$ cat src/rtl/aes_gf_pkg.sv
// Shared constants and types for the AES GF(2^8) arithmetic blocks.
package aes_gf_pkg;

  // Low byte of x^8+x^4+x^3+x+1; bit 8 is implied.
  localparam logic [7:0] AES_POLY_LOW  = 8'h1B;
  localparam logic [7:0] GF_ONE        = 8'h01;
  // Seven square/multiply pairs, steps 0..6.
  localparam logic [2:0] INV_LAST_STEP = 3'd6;

  typedef enum logic [1:0] {
    IDLE,
    SQ,
    MUL,
    DONE
  } inv_state_e;

endpackage

$ cat src/rtl/gf_mul8.sv
// Combinational GF(2^8) multiplier: carry-less product reduced modulo {1, POLY_LOW}.
module gf_mul8
  import aes_gf_pkg::*;
#(
  parameter logic [7:0] POLY_LOW = AES_POLY_LOW
) (
  input  logic [7:0] a_i,
  input  logic [7:0] b_i,
  output logic [7:0] p_o
);

  logic [7:0] a_sh;

  // Shift-and-add with reduction folded into each shift (xtime).
  always_comb begin
    p_o  = 8'h00;
    a_sh = a_i;
    for (int i = 0; i < 8; i++) begin
      if (b_i[i]) begin
        p_o = p_o ^ a_sh;
      end
      a_sh = {a_sh[6:0], 1'b0} ^ (a_sh[7] ? POLY_LOW : 8'h00);
    end
  end

endmodule

$ cat src/rtl/gf_inverse_iterative.sv
// GF(2^8) multiplicative inverse via x^254 square-and-multiply on one shared multiplier.
// Not pipelined: one byte in flight, 14 compute cycles, ready/valid on both sides.
module gf_inverse_iterative
  import aes_gf_pkg::*;
#(
  parameter logic [7:0]  POLY_LOW = AES_POLY_LOW,
  parameter int unsigned DATA_W   = 8
) (
  input  logic              clock,
  input  logic              reset,
  input  logic              input_valid,
  output logic              input_ready,
  input  logic [DATA_W-1:0] input_data,
  output logic              output_valid,
  input  logic              output_ready,
  output logic [DATA_W-1:0] output_data
);

  inv_state_e state_q, state_d;
  logic [7:0] acc_q, acc_d;
  logic [7:0] sq_q, sq_d;
  logic [2:0] step_q, step_d;
  logic [7:0] out_q, out_d;

  logic [7:0] mul_a, mul_b, mul_p;

  gf_mul8 #(
    .POLY_LOW(POLY_LOW)
  ) u_mul (
    .a_i(mul_a),
    .b_i(mul_b),
    .p_o(mul_p)
  );

  // Next-state, operand selection and datapath updates.
  always_comb begin
    state_d = state_q;
    acc_d   = acc_q;
    sq_d    = sq_q;
    step_d  = step_q;
    out_d   = out_q;
    mul_a   = acc_q;
    mul_b   = sq_q;
    unique case (state_q)
      IDLE: begin
        if (input_valid) begin
          sq_d    = input_data;
          acc_d   = GF_ONE;
          step_d  = 3'd0;
          state_d = SQ;
        end
      end
      SQ: begin
        mul_a   = sq_q;
        sq_d    = mul_p;
        state_d = MUL;
      end
      MUL: begin
        acc_d = mul_p;
        if (step_q == INV_LAST_STEP) begin
          // Separate output register keeps output_data stable after the handshake.
          out_d   = mul_p;
          state_d = DONE;
        end else begin
          step_d  = step_q + 3'd1;
          state_d = SQ;
        end
      end
      DONE: begin
        if (output_ready) begin
          state_d = IDLE;
        end
      end
      default: state_d = IDLE;
    endcase
  end

  // State and datapath registers with synchronous active-low reset.
  always_ff @(posedge clock) begin
    if (!reset) begin
      state_q <= IDLE;
      acc_q   <= 8'h00;
      sq_q    <= 8'h00;
      step_q  <= 3'd0;
      out_q   <= 8'h00;
    end else begin
      state_q <= state_d;
      acc_q   <= acc_d;
      sq_q    <= sq_d;
      step_q  <= step_d;
      out_q   <= out_d;
    end
  end

  assign input_ready  = (state_q == IDLE);
  assign output_valid = (state_q == DONE);
  assign output_data  = out_q;

endmodule
$ cat config.mk
export PLATFORM = sky130hd
export DESIGN_NAME = gf_inverse_iterative
export DESIGN_NICKNAME = d
export VERILOG_FILES = /design/src/rtl/aes_gf_pkg.sv /design/src/rtl/gf_mul8.sv /design/src/rtl/gf_inverse_iterative.sv
export SDC_FILE = /design/constraint.sdc
export NUM_CORES = 1
export LEC_CHECK = 0
export BUFFER_PORTS_ARGS = -buffer_cell sky130_fd_sc_hd__buf_2
export CORE_ASPECT_RATIO = 0.75
export CORE_UTILIZATION = 48
export CTS_BUF_LIST = sky130_fd_sc_hd__clkbuf_8
export CTS_CLUSTER_DIAMETER = 120
export CTS_CLUSTER_SIZE = 24
export DETAILED_ROUTE_END_ITERATION = 6
export PLACE_DENSITY = 0.66
export SETUP_SLACK_MARGIN = 0.02
export SKIP_LAST_GASP = 1
export SLEW_MARGIN = 20
export SYNTH_ARGS = -nofsm -noshare
export SYNTH_HDL_FRONTEND = slang
export SYNTH_HIERARCHICAL = 1
export SYNTH_SLANG_ARGS = --single-unit
export TNS_END_PERCENT = 10
$ cat constraint.sdc
create_clock -name clock -period 5 [get_ports clock]
set_input_delay 0.75 -clock clock [delete_from_list [all_inputs] [get_ports clock]]
set_output_delay 0.75 -clock clock [all_outputs]
set_load 0.02 [all_outputs]
Word level (Yosys, flattened, before mapping)
Index checks and enable logic that the tools add are counted.
{"block": "word_totals", "input_bits": 12, "out_inout_bits": 10, "word_cells": 62, "register_bits": 29}
{"block": "op_classes", "n_eq_ne": 7, "addsub": 1, "n_mux": 27, "n_reduce_logical": 8, "bitwise": 14}
{"cell": "8-bit bitwise XOR", "count": 14}
{"cell": "8-bit 2-to-1 mux", "count": 11}
{"cell": "5-bit 2-to-1 mux", "count": 7}
{"cell": "8-bit one-hot mux with 2 select lines", "count": 2}
{"cell": "2-bit one-hot mux with 4 select lines", "count": 1}
{"cell": "2-bit AND reduction", "count": 4}
{"cell": "2-bit 2-to-1 mux", "count": 3}
{"cell": "3-bit 2-to-1 mux", "count": 2}
{"cell": "3-bit one-hot mux with 2 select lines", "count": 1}
{"cell": "2-bit equality test (second input constant)", "count": 2}
{"cell": "2-bit != test (second input constant)", "count": 2}
{"cell": "2-bit nonzero test", "count": 2}
{"cell": "3-bit by 1-bit adder with 3-bit output (second input constant)", "count": 1}
{"cell": "3-bit equality test (second input constant)", "count": 1}
{"cell": "3-bit AND reduction", "count": 1}
{"cell": "2-bit by 1-bit equality test with 1-bit output (second input constant)", "count": 1}
{"cell": "2-bit logical NOT", "count": 1}
{"cell": "2-bit by 1-bit != test with 1-bit output (second input constant)", "count": 1}

Longest topological paths before layout
Gate-level depths: netlist (run 1).
{"block": "depth", "depth_word": 19, "ltp_mapped": 15, "ltp_nobuf": 11}

Cells and area by module
Netlist (run 1), hierarchy kept.
{"mod": "gf_inverse_iterative", "instances": 1, "area_each_um2": 1345.0, "cells_per_inst": 166}
{"mod": "gf_mul8", "instances": 1, "area_each_um2": 1320.0, "cells_per_inst": 177}

Worst setup path before layout (run 1)
No wires, ideal clock.
{"block": "synth_timing", "path_type": "register to register", "from": "register state_q[1]", "to": "register sq_q[1], in the netlist mul_b[1]", "t_required_ns": 4.926, "arrival_time_ns": 2.397, "setup_time_ns": 0.074, "period_less_slack_ns": 2.471, "setup_slack_ns": 2.529, "n_path_buf": 4, "stages_incl_launch_ff": 16, "cell_sequence": "dfxtp_1 -> buf_6 -> nand2b_4 -> buf_6 -> nand2_1 -> nand2_1 -> buf_4 -> buf_6 -> xor2_4 -> xor2_2 -> mux2i_1 -> xnor2_1 -> a22oi_1 -> xor2_1 -> nand2_1 -> a31oi_1"}
{"block": "synth_via", "elab_cells_between_ends": 36, "cone_classes": "2 x eq/ne; 17 x mux; 14 x bitwise; 3 x reduce/logical"}
{"element": "start: declaration", "line_no": "gf_inverse_iterative.sv:19", "rtl": "inv_state_e state_q, state_d;"}
{"element": "start signal: assignment", "line_no": "gf_inverse_iterative.sv:87", "rtl": "state_q <= state_d;"}
{"element": "2-bit by 1-bit equality test with 1-bit output *", "line_no": "gf_inverse_iterative.sv:44", "rtl": "unique case (state_q)"}
{"element": "8-bit 2-to-1 mux *", "line_no": "gf_inverse_iterative.sv:44"}
{"element": "net mul_a[6]", "line_no": "gf_inverse_iterative.sv:25", "rtl": "logic [7:0] mul_a, mul_b, mul_p;"}
{"element": "8-bit bitwise XOR *", "line_no": "gf_mul8.sv:22", "rtl": "a_sh = {a_sh[6:0], 1'b0} ^ (a_sh[7] ? POLY_LOW : 8'h00);"}
{"element": "5-bit 2-to-1 mux *", "line_no": "gf_mul8.sv:22"}
{"element": "8-bit bitwise XOR *", "line_no": "gf_mul8.sv:22"}
{"element": "8-bit bitwise XOR", "line_no": "gf_mul8.sv:20", "rtl": "p_o = p_o ^ a_sh;"}
{"element": "8-bit 2-to-1 mux", "line_no": "gf_mul8.sv:19", "rtl": "if (b_i[i]) begin"}
{"element": "[4 not listed]"}
{"element": "8-bit bitwise XOR", "line_no": "gf_mul8.sv:20"}
{"element": "8-bit 2-to-1 mux", "line_no": "gf_mul8.sv:19"}
{"element": "8-bit bitwise XOR", "line_no": "gf_mul8.sv:20"}
{"element": "8-bit 2-to-1 mux", "line_no": "gf_mul8.sv:19"}
{"element": "8-bit bitwise XOR", "line_no": "gf_mul8.sv:20"}
{"element": "8-bit 2-to-1 mux *", "line_no": "gf_mul8.sv:19"}
{"element": "net mul_p[1]", "line_no": "gf_inverse_iterative.sv:25"}
{"element": "8-bit one-hot mux with 2 select lines *", "line_no": "gf_inverse_iterative.sv:44"}
{"element": "end signal: assignment", "line_no": "gf_inverse_iterative.sv:89", "rtl": "sq_q <= sq_d;"}
{"element": "end: declaration", "line_no": "gf_inverse_iterative.sv:21", "rtl": "logic [7:0] sq_q, sq_d;"}
Mark *: on every way through the listed nets, which the timed path passes. The rest lies on a longest branch.
A chain may end at the register's enable or synchronous reset.

Final worst setup path (run 1)
{"block": "layout_timing", "from": "register state_q[0]", "to": "register sq_q[3], in the netlist mul_b[3]"}
The elaborated chain is that of the path after synthesis.

==> impl_metrics.ini, run 1 <==
[outcome]
outcome = finished, final reports clean

[critical_path]
setup.worst_path.class = reg2reg
worst_ep_required_time_ps = 5210
cp-start-kind = register
endpoint_kind = register
r2r_cells = 12
worstPathArrival_ps = 3750
path_max_fanout = 17

[logic_synthesis]
synthTopCellsByCount = nand2_1, xnor2_1, dfxtp_1, xor2_1, nor2_1
synth_cell_types = 46
yosysWarnings = 6
netlist_top_cells_area = dfxtp_1, xnor2_1, nand2_1
synth_edf_count = 0
yosys.area.top_type_share_pct = 21.8
ys_seq_area_share_pct = 21.8
syn_avg_cell_area_um2 = 7.77
synthArstFlopShare_pct = 0
syn_area_mm2 = 0.00267
synth_area_leader_cell = dfxtp_1
syn_inst = 343
synth.most_common_cell = nand2_1
synth_nets = 357
ys.flop_type = dfxtp_1
synth_seq_cells = 29

[routing]
wl_um = 6560
dr.first_iter.drc_count = 215
post_drt_via_cell_ratio = 5.40
firstDrtPassIters = 5
vias = 2273
drc = 0
final_antenna_net_count = 0
routedWlPerCell_um = 15.6

[place]
numPortBuffers = 21
hpwl_um = 4580
place_area_mm2 = 0.00269
gp_congestion = 0.890

[sta]
hold_slack_ps = 452
period_needed_ps = 3540
finalHoldViolations = 0
tns_ps = 0
fin_skew_ps = 8.20
rsz0062_at_grt = no
drv_slew = 0
finalSetupViolations = 0
fmax_ghz = 0.283
relSlewSlack_pct = 49.0
max_slew.worst_pin.slew_ps = 763
timing.final.crit_share_pct = 70.7

[grt]
gr-total-overflow = 0
grt_pass1_wl_um = 9890
antenna_found_initial = 0
grt_max_degree = 22
first_global_vias = 1771
grt_use_total_pct = 22.9

[run]
cap_violations = 0

[cts]
post_cts_resize_count = 0
clk_latency_ps = 280
htree_levels = 2
ctsHoldBuffers = 0
cts_tree = built
post_cts_buffers = 0
cts_made_buffers = 5
cts_root_buffer = clkbuf_8
clockBufferDepth = 2
clkSinkCount = 29
clkTransAtPathRegs_ps = 70

[floorplanning]
die_y_um = 66.5
core_mm2 = 0.00535
pin_count = 22
rows = 23
die_area_mm2 = 0.00586
start_util_pct = 49.8
die_x_um = 88.0

[layout]
drive_gt1_share_pct = 14.2
syn2layout_area_growth_pct = 4.55
fin_nets = 359
seq_area_um2 = 581
multi_input_area_mm2 = 0.00187
nFillCells = 521
antenna_cells = 0
fin_area_mm2 = 0.00279

[worst_hold_path]
hold_depth = 2
hold_class = reg2reg

[power]
p_leak_nw = 1.01
vdd_drop_max_uv = 138
power.density_mw_per_mm2 = 276
registers in the layout, summed over array words and instances, names as in the netlist:
register / flops
acc_q: 8
mul_b: 8
output_data: 8
step_q: 3
state_q: 2
per-stage QoR:
stage               total power, mW  std cells  utilization [%]  setup WS (ps)
finish                        0.769        421             52.1           1460
CTS                           0.763        421             52.1           1530
floorplan                     0.501        343                -           2530
detailed placement            0.551        413             50.2           1550
global placement              0.550        413             50.2           1560
global route                  0.803        421             52.1           1180
worst max-delay path, cell delays in order (launching register included):
cell	delay [ps]
dfxtp_1	560
nor2b_1	180
buf_4	220
nand2_1	70
nand2_1	590
xnor2_2	190
xnor2_2	400
xnor2_1	210
mux2i_1	210
a32oi_1	100
xnor2_1	440
nand2_1	130
a31oi_1	170
layout make-up:
type | instances | area share (%)
Clock buffer | 7 | 3.46
Clock inverter | 1 | 0.180
Inverter | 7 | 0.943
Multi-Input combinational cell | 280 | 67.2
Sequential cell | 29 | 20.8
Tap cell | 75 | 3.37
Timing Repair Buffer | 22 | 4.04
power breakdown:
group / switching [mW] / internal, mW / total (mW) / leakage [nW]
clock: 0.0935 / 0.124 / 0.218 / 0.0542
combinational: 0.159 / 0.114 / 0.273 / 0.715
sequential: 0.0356 / 0.242 / 0.278 / 0.236
total: 0.289 / 0.480 / 0.769 / 1.01
kinds of logic (layout without fill, tap and decap cells):
family	after synthesis	in the layout	synth area share, %
AO/OA/AOI/OAI	59	59	16.3
AND/OR/NAND/NOR	137	137	21.2
multiplexers	4	4	1.50
adder cells (fa/ha/maj)	2	2	0.939
buffers and inverters	34	37	7.98
flip-flops	29	29	21.8
XOR/XNOR	78	78	30.3
worst paths after layout:
kind / startpoint / end / slack, ps
worst max register to register: state_q[0]$_SDFFE_PN0P_ / mul_b[3]$_SDFFE_PN0P_ / 1460
worst min-delay path: output_data[2]$_SDFFE_PN0P_ / output_data[2]$_SDFFE_PN0P_ / 450
worst min register to register: output_data[2]$_SDFFE_PN0P_ / output_data[2]$_SDFFE_PN0P_ / 450
worst max-delay path: state_q[0]$_SDFFE_PN0P_ / mul_b[3]$_SDFFE_PN0P_ / 1460
per-layer routing:
metal | GRT usage [%] | vias to the layer above | part of all wire (%)
met3 | 6.32 | 0 | 6.4
met4 | 2.42 | 0 | 0
met5 | 0 | - | 0
met2 | 29.8 | 78 | 41
met1 | 37.1 | 1073 | 52
li1 | - | 1122 | -
placed cells by master (no fill, tap or decap), types with 6 or more instances in the layout:
| cell type | count |
|---|---|
| clkbuf_8 | 7 |
| o21ai_0 | 6 |
| a31oi_1 | 9 |
| buf_2 | 21 |
| xnor2_1 | 50 |
| nor2_1 | 16 |
| dfxtp_1 | 29 |
| a22oi_1 | 10 |
| a21oi_1 | 15 |
| nand2_1 | 106 |
| xor2_1 | 17 |
| inv_1 | 7 |
No activity file was read; power rests on OpenSTA's default activity.
==> inputs of run 2 (changes only) <==
PLACE_DENSITY = 0.69   (was 0.66)
clock period = 2.97 ns   (was 5 ns; I/O delays follow)
==> run 2 against run 1 <==
  * Maximum frequency grew 26%
  * Clock-buffer cell count down 2
  * Critical path depth up 1
  * Clock skew decreased by 4.7 ps
  * Highest routed layer is now met4
==> impl_metrics.ini, run 2 (same netlist as run 1, synthesis figures left out) <==
[worst_hold_path]
hold_class = in2reg

[critical_path]
worstPathCellList = nor2b_2 > buf_6 > nand2_1 > nand2_4 > buf_4 > xor2_1 > xnor2_1 > a311oi_2 > xor2_1 > xnor2_1 > xnor2_2 > a22oi_1 > nor2_1
critPathLaunch = state_q[0]$_SDFFE_PN0P_
endpoint_kind = register
worstPathArrival_ps = 2950
slowest_stage = dfxtp_1
cp.depth = 13
slowest_delay_ps = 400
path_max_fanout = 16
cp-start-kind = register
timing.rr.start = state_q[0]$_SDFFE_PN0P_
cpLargestDelayFamily = XOR/XNOR gates
worst_ep_required_time_ps = 3110
setup.worst_path.class = reg2reg
rrSetupSlack_ps = 160
r2r_cells = 13
cp_num_buf_inv = 2
rr_endpoint = acc_q[3]$_SDFFE_PN0P_
crit_end = acc_q[3]$_SDFFE_PN0P_

[routing]
wl_um = 6930
routedWlPerCell_um = 15.6
firstDrtPassIters = 6
final_antenna_net_count = 0
post_drt_via_cell_ratio = 5.33
dr.first_iter.drc_count = 226
vias = 2373
drc = 0

[power]
fin_total_pwr_mw = 1.33
power.density_mw_per_mm2 = 441
vdd_drop_max_uv = 318
p_leak_nw = 1.14

[floorplanning]
core_mm2 = 0.00535
pin_count = 22
rows = 23
start_util_pct = 49.8
die_y_um = 66.5
die_area_mm2 = 0.00586
die_x_um = 88.0

[layout]
drive_gt1_share_pct = 20.8
final_common_cell = nand2_1
fin_area_mm2 = 0.00302
mostFrequentLayoutCells = nand2_1, xnor2_1, dfxtp_1
fin_nets = 383
syn2layout_area_growth_pct = 13.2
antenna_cells = 0

[grt]
antenna_found_initial = 0
first_global_vias = 2054
grt_use_total_pct = 24.8
grt_max_degree = 22
grt_pass1_wl_um = 10800
gr-total-overflow = 0

[sta]
finalSetupViolations = 0
finalHoldViolations = 0
relSlewSlack_pct = 52.7
rsz0062_at_grt = no
fmax_ghz = 0.356
drv_slew = 0
fin_skew_ps = 3.51
period_needed_ps = 2810
max_slew.worst_pin.slew_ps = 709
timing.final.crit_share_pct = 94.6

[cts]
clockBufferDepth = 2
cts_root_buffer = clkbuf_8
clk_latency_ps = 280
ctsHoldBuffers = 0
clkSinkCount = 29
cts_tree = built
clkTransAtPathRegs_ps = 60
cts_made_buffers = 5
htree_levels = 2

[place]
numPortBuffers = 21
hpwl_um = 5240
place_area_mm2 = 0.00286
gp_congestion = 0.947

[run]
cap_violations = 0

[outcome]
outcome = finished, final reports clean
## run 2: changes by cell type in the layout (fill, tap and decap cells not counted), moves of 2 or more
cell / delta
buf_6: +2
clkbuf_8: -2
nand2_1: -2
buf_4: +21
## run 2: what timing repair did
action | CTS | global route
pin swaps | 0 | 3
setup buffers | 0 | 1
gates cloned | 0 | 0
gates resized for setup | 2 | 8
setup endpoints to repair | 3 | 19
## run 2: power by group
| part | internal (mW) | switching [mW] |
|---|---|---|
| clock network | 0.159 | 0.154 |
| logic | 0.257 | 0.340 |
| registers | 0.408 | 0.0118 |
| total | 0.824 | 0.506 |
## run 2: layer usage
layer	GRT usage, %	up-vias	share of wire [%]
li1	-	1168	-
met1	40.9	1085	50
met2	30.4	116	39
met3	6.69	4	9.6
met4	4.64	0	0.59
met5	0	-	0
## run 2: metrics by stage
stage               util [%]  setup TNS (ps)  hold slack [ps]  worst slack (ps)  cells
floorplan                  -               0              452               499    343
global placement        53.4               0              442              66.4    436
detailed placement      53.4           -16.4              445             -13.3    436
CTS                     55.2               0              409              50.4    444
global route            56.4               0              432             0.660    445
finish                  56.4               0              413               161    445
## run 2: final cells by class
cell class | count | area [µm²]
flip-flops and latches | 29 | 581
multi-input cells | 280 | 1920
repair buffers | 46 | 313
inverters | 7 | 26.3
fillers | 511 | 2330
clock inverters | 3 | 13.8
well taps | 75 | 93.8
clock buffers | 5 | 68.8
## run 2: tightest hold or removal path, stage by stage
cell     delay, ps
buf_2          100
nand2_1         40
a31oi_1         60
## run 2: worst min path at each step
stage                                 from                           to  slack [ps]  cells past startpoint
6_report                     input_data[3]        mul_b[3]$_SDFFE_PN0P_         410                      3
5_1_grt                      input_data[7]        mul_b[7]$_SDFFE_PN0P_         430                      3
4_1_cts                      input_data[4]        mul_b[4]$_SDFFE_PN0P_         410                      3
3_5_place_dp   output_data[7]$_SDFFE_PN0P_  output_data[7]$_SDFFE_PN0P_         450                      2
3_3_place_gp   output_data[5]$_SDFFE_PN0P_  output_data[5]$_SDFFE_PN0P_         440                      2
2_1_floorplan        acc_q[0]$_SDFFE_PN0P_        acc_q[0]$_SDFFE_PN0P_         450                      2
==> inputs of run 3 (changes only) <==
CTS_CLUSTER_DIAMETER = 30   (was 120)
PLACE_DENSITY = 0.66   (was 0.69)
clock period = 2.8 ns   (was 2.97 ns; I/O delays follow)
==> run 3 against run 2 <==
  * Non-clock buffer count is 13 higher
  * Register-to-register slack barely moved
  * Clock power grew 11%
  * Global-route usage increased by 0.10 points
  * Cell count is 2.9% higher
  * First-iteration DRC count is 2.7% lower
  * Largest cell class unchanged
==> impl_metrics.ini, run 3 (same netlist as run 1, synthesis figures left out) <==
[power]
vdd_drop_max_uv = 247
switchingPower_uw = 578
p_sw_share_pct = 38.6
power.density_mw_per_mm2 = 469
pwr-share-comb_pct = 47.3
p_int_uw = 921
p_seq_share_pct = 29.7
p_leak_nw = 1.25
pwr-share-clk_pct = 23.0

[routing]
vias = 2452
wl_um = 7150
post_drt_via_cell_ratio = 5.35
dr.first_iter.drc_count = 220
firstDrtPassIters = 5
final_antenna_net_count = 0
routedWlPerCell_um = 15.6
drc = 0

[floorplanning]
core_mm2 = 0.00535
die_area_mm2 = 0.00586
start_util_pct = 49.8
rows = 23
pin_count = 22
die_y_um = 66.5
die_x_um = 88.0

[critical_path]
slowest_stage = dfxtp_1
slowest_delay_ps = 340
cpLargestDelayFamily = XOR/XNOR gates
cp_num_buf_inv = 3
setup.worst_path.class = reg2reg
path_max_fanout = 15
cp-start-kind = register
worst_ep_required_time_ps = 3000
crit_top_cell = nand2_1
worstPathCellList = buf_6 > nand2b_4 > nand2_1 > nand2_1 > buf_12 > xnor2_4 > xnor2_2 > buf_4 > nand2_1 > xnor2_1 > xnor2_1 > xnor2_2 > nand2_1 > a31oi_1
worstPathArrival_ps = 2840
endpoint_kind = register

[layout]
mostFrequentLayoutCells = nand2_1, xnor2_1, buf_4
antenna_cells = 0
syn2layout_area_growth_pct = 20.0
utilization_pct = 59.7
fin_nets = 396
final_common_cell = nand2_1
drive_gt1_share_pct = 25.8

[run]
cap_violations = 0

[sta]
fin_skew_ps = 5.73
fmax_ghz = 0.379
relSlewSlack_pct = 53.8
finalHoldViolations = 0
finalSetupViolations = 0
max_slew.worst_pin.slew_ps = 692
period_needed_ps = 2640
tns_ps = 0
rsz0062_at_grt = no
drv_slew = 0
timing.final.crit_share_pct = 94.3

[cts]
ctsHoldBuffers = 0
htree_levels = 2
cts_made_buffers = 5
clk_latency_ps = 290
clkTransAtPathRegs_ps = 70
cts_tree = built
clockBufferDepth = 2
clkSinkCount = 29
cts_root_buffer = clkbuf_8

[worst_hold_path]
hold_class = in2reg

[place]
gp_congestion = 0.943
numPortBuffers = 21
hpwl_um = 5250

[grt]
grt_max_degree = 22
antenna_found_initial = 0
first_global_vias = 1923
grt_pass1_wl_um = 10800
grt_use_total_pct = 24.9
gr-total-overflow = 0

[outcome]
outcome = finished, final reports clean
==> run 3: final cells by class <==
class                   count  area (µm²)
clock buffers               5        68.8
clock inverters             3        17.5
fillers                   462        2150
inverters                   7        26.3
multi-input cells         280        2000
flip-flops and latches     29         581
well taps                  75        93.8
repair buffers             59         414
==> run 3: repair_timing <==
action / 4_1_cts / 5_1_grt
setup endpoints to repair: 0 / 16
resized for setup: 0 / 20
endpoints found under the hold margin: 0 / 0
setup buffers: 0 / 11
==> run 3: worst reg2reg max path, cell delays in order (launching register included) <==
cell and delay (ps):
dfxtp_1 340, buf_6 150, nand2b_4 130, nand2_1 120, nand2_1 90, buf_12 170
xnor2_4 250, xnor2_2 140, buf_4 170, nand2_1 90, xnor2_1 150, xnor2_1 260
xnor2_2 180, nand2_1 110, a31oi_1 220
==> run 3: stage by stage <==
step,setup WS (ps),hold slack [ps],instances,power [mW],cell area (µm²)
6_report,159,380,458,1.50,3200
5_1_grt,41.0,398,458,1.57,3200
4_1_cts,32.5,383,447,1.40,2980
3_5_place_dp,62.1,444,439,1.06,2890
2_1_floorplan,329,452,343,0.894,2670
3_3_place_gp,125,439,439,1.06,2890
==> run 3: final timing paths <==
kind / from / end / slack [ps] / cells past startpoint
max: state_q[0]$_SDFFE_PN0P_ / mul_b[4]$_SDFFE_PN0P_ / 160 / 14
min: input_data[5] / mul_b[5]$_SDFFE_PN0P_ / 380 / 3
max reg2reg: state_q[0]$_SDFFE_PN0P_ / mul_b[4]$_SDFFE_PN0P_ / 160 / 14
min reg2reg: output_data[1]$_SDFFE_PN0P_ / output_data[1]$_SDFFE_PN0P_ / 450 / 2
==> run 3: routing by layer <==
layer  vias to the layer above  track usage (%)  routed length, µm
met1                      1144             41.1               3590
met5                         -                0                  0
met2                       113             33.3               2980
li1                       1193                -                  -
met3                         2             4.09                554
met4                         0             3.02                 19
==> run 3: power groups by stage <==
stage                     clock network, mW  logic, mW  registers (mW)
after floorplan                           0      0.439           0.456
after global placement                    0      0.608           0.453
after detailed placement                  0      0.610           0.453
after CTS                             0.345      0.613           0.444
after global routing                  0.374      0.753           0.447
final                                 0.345      0.709           0.445
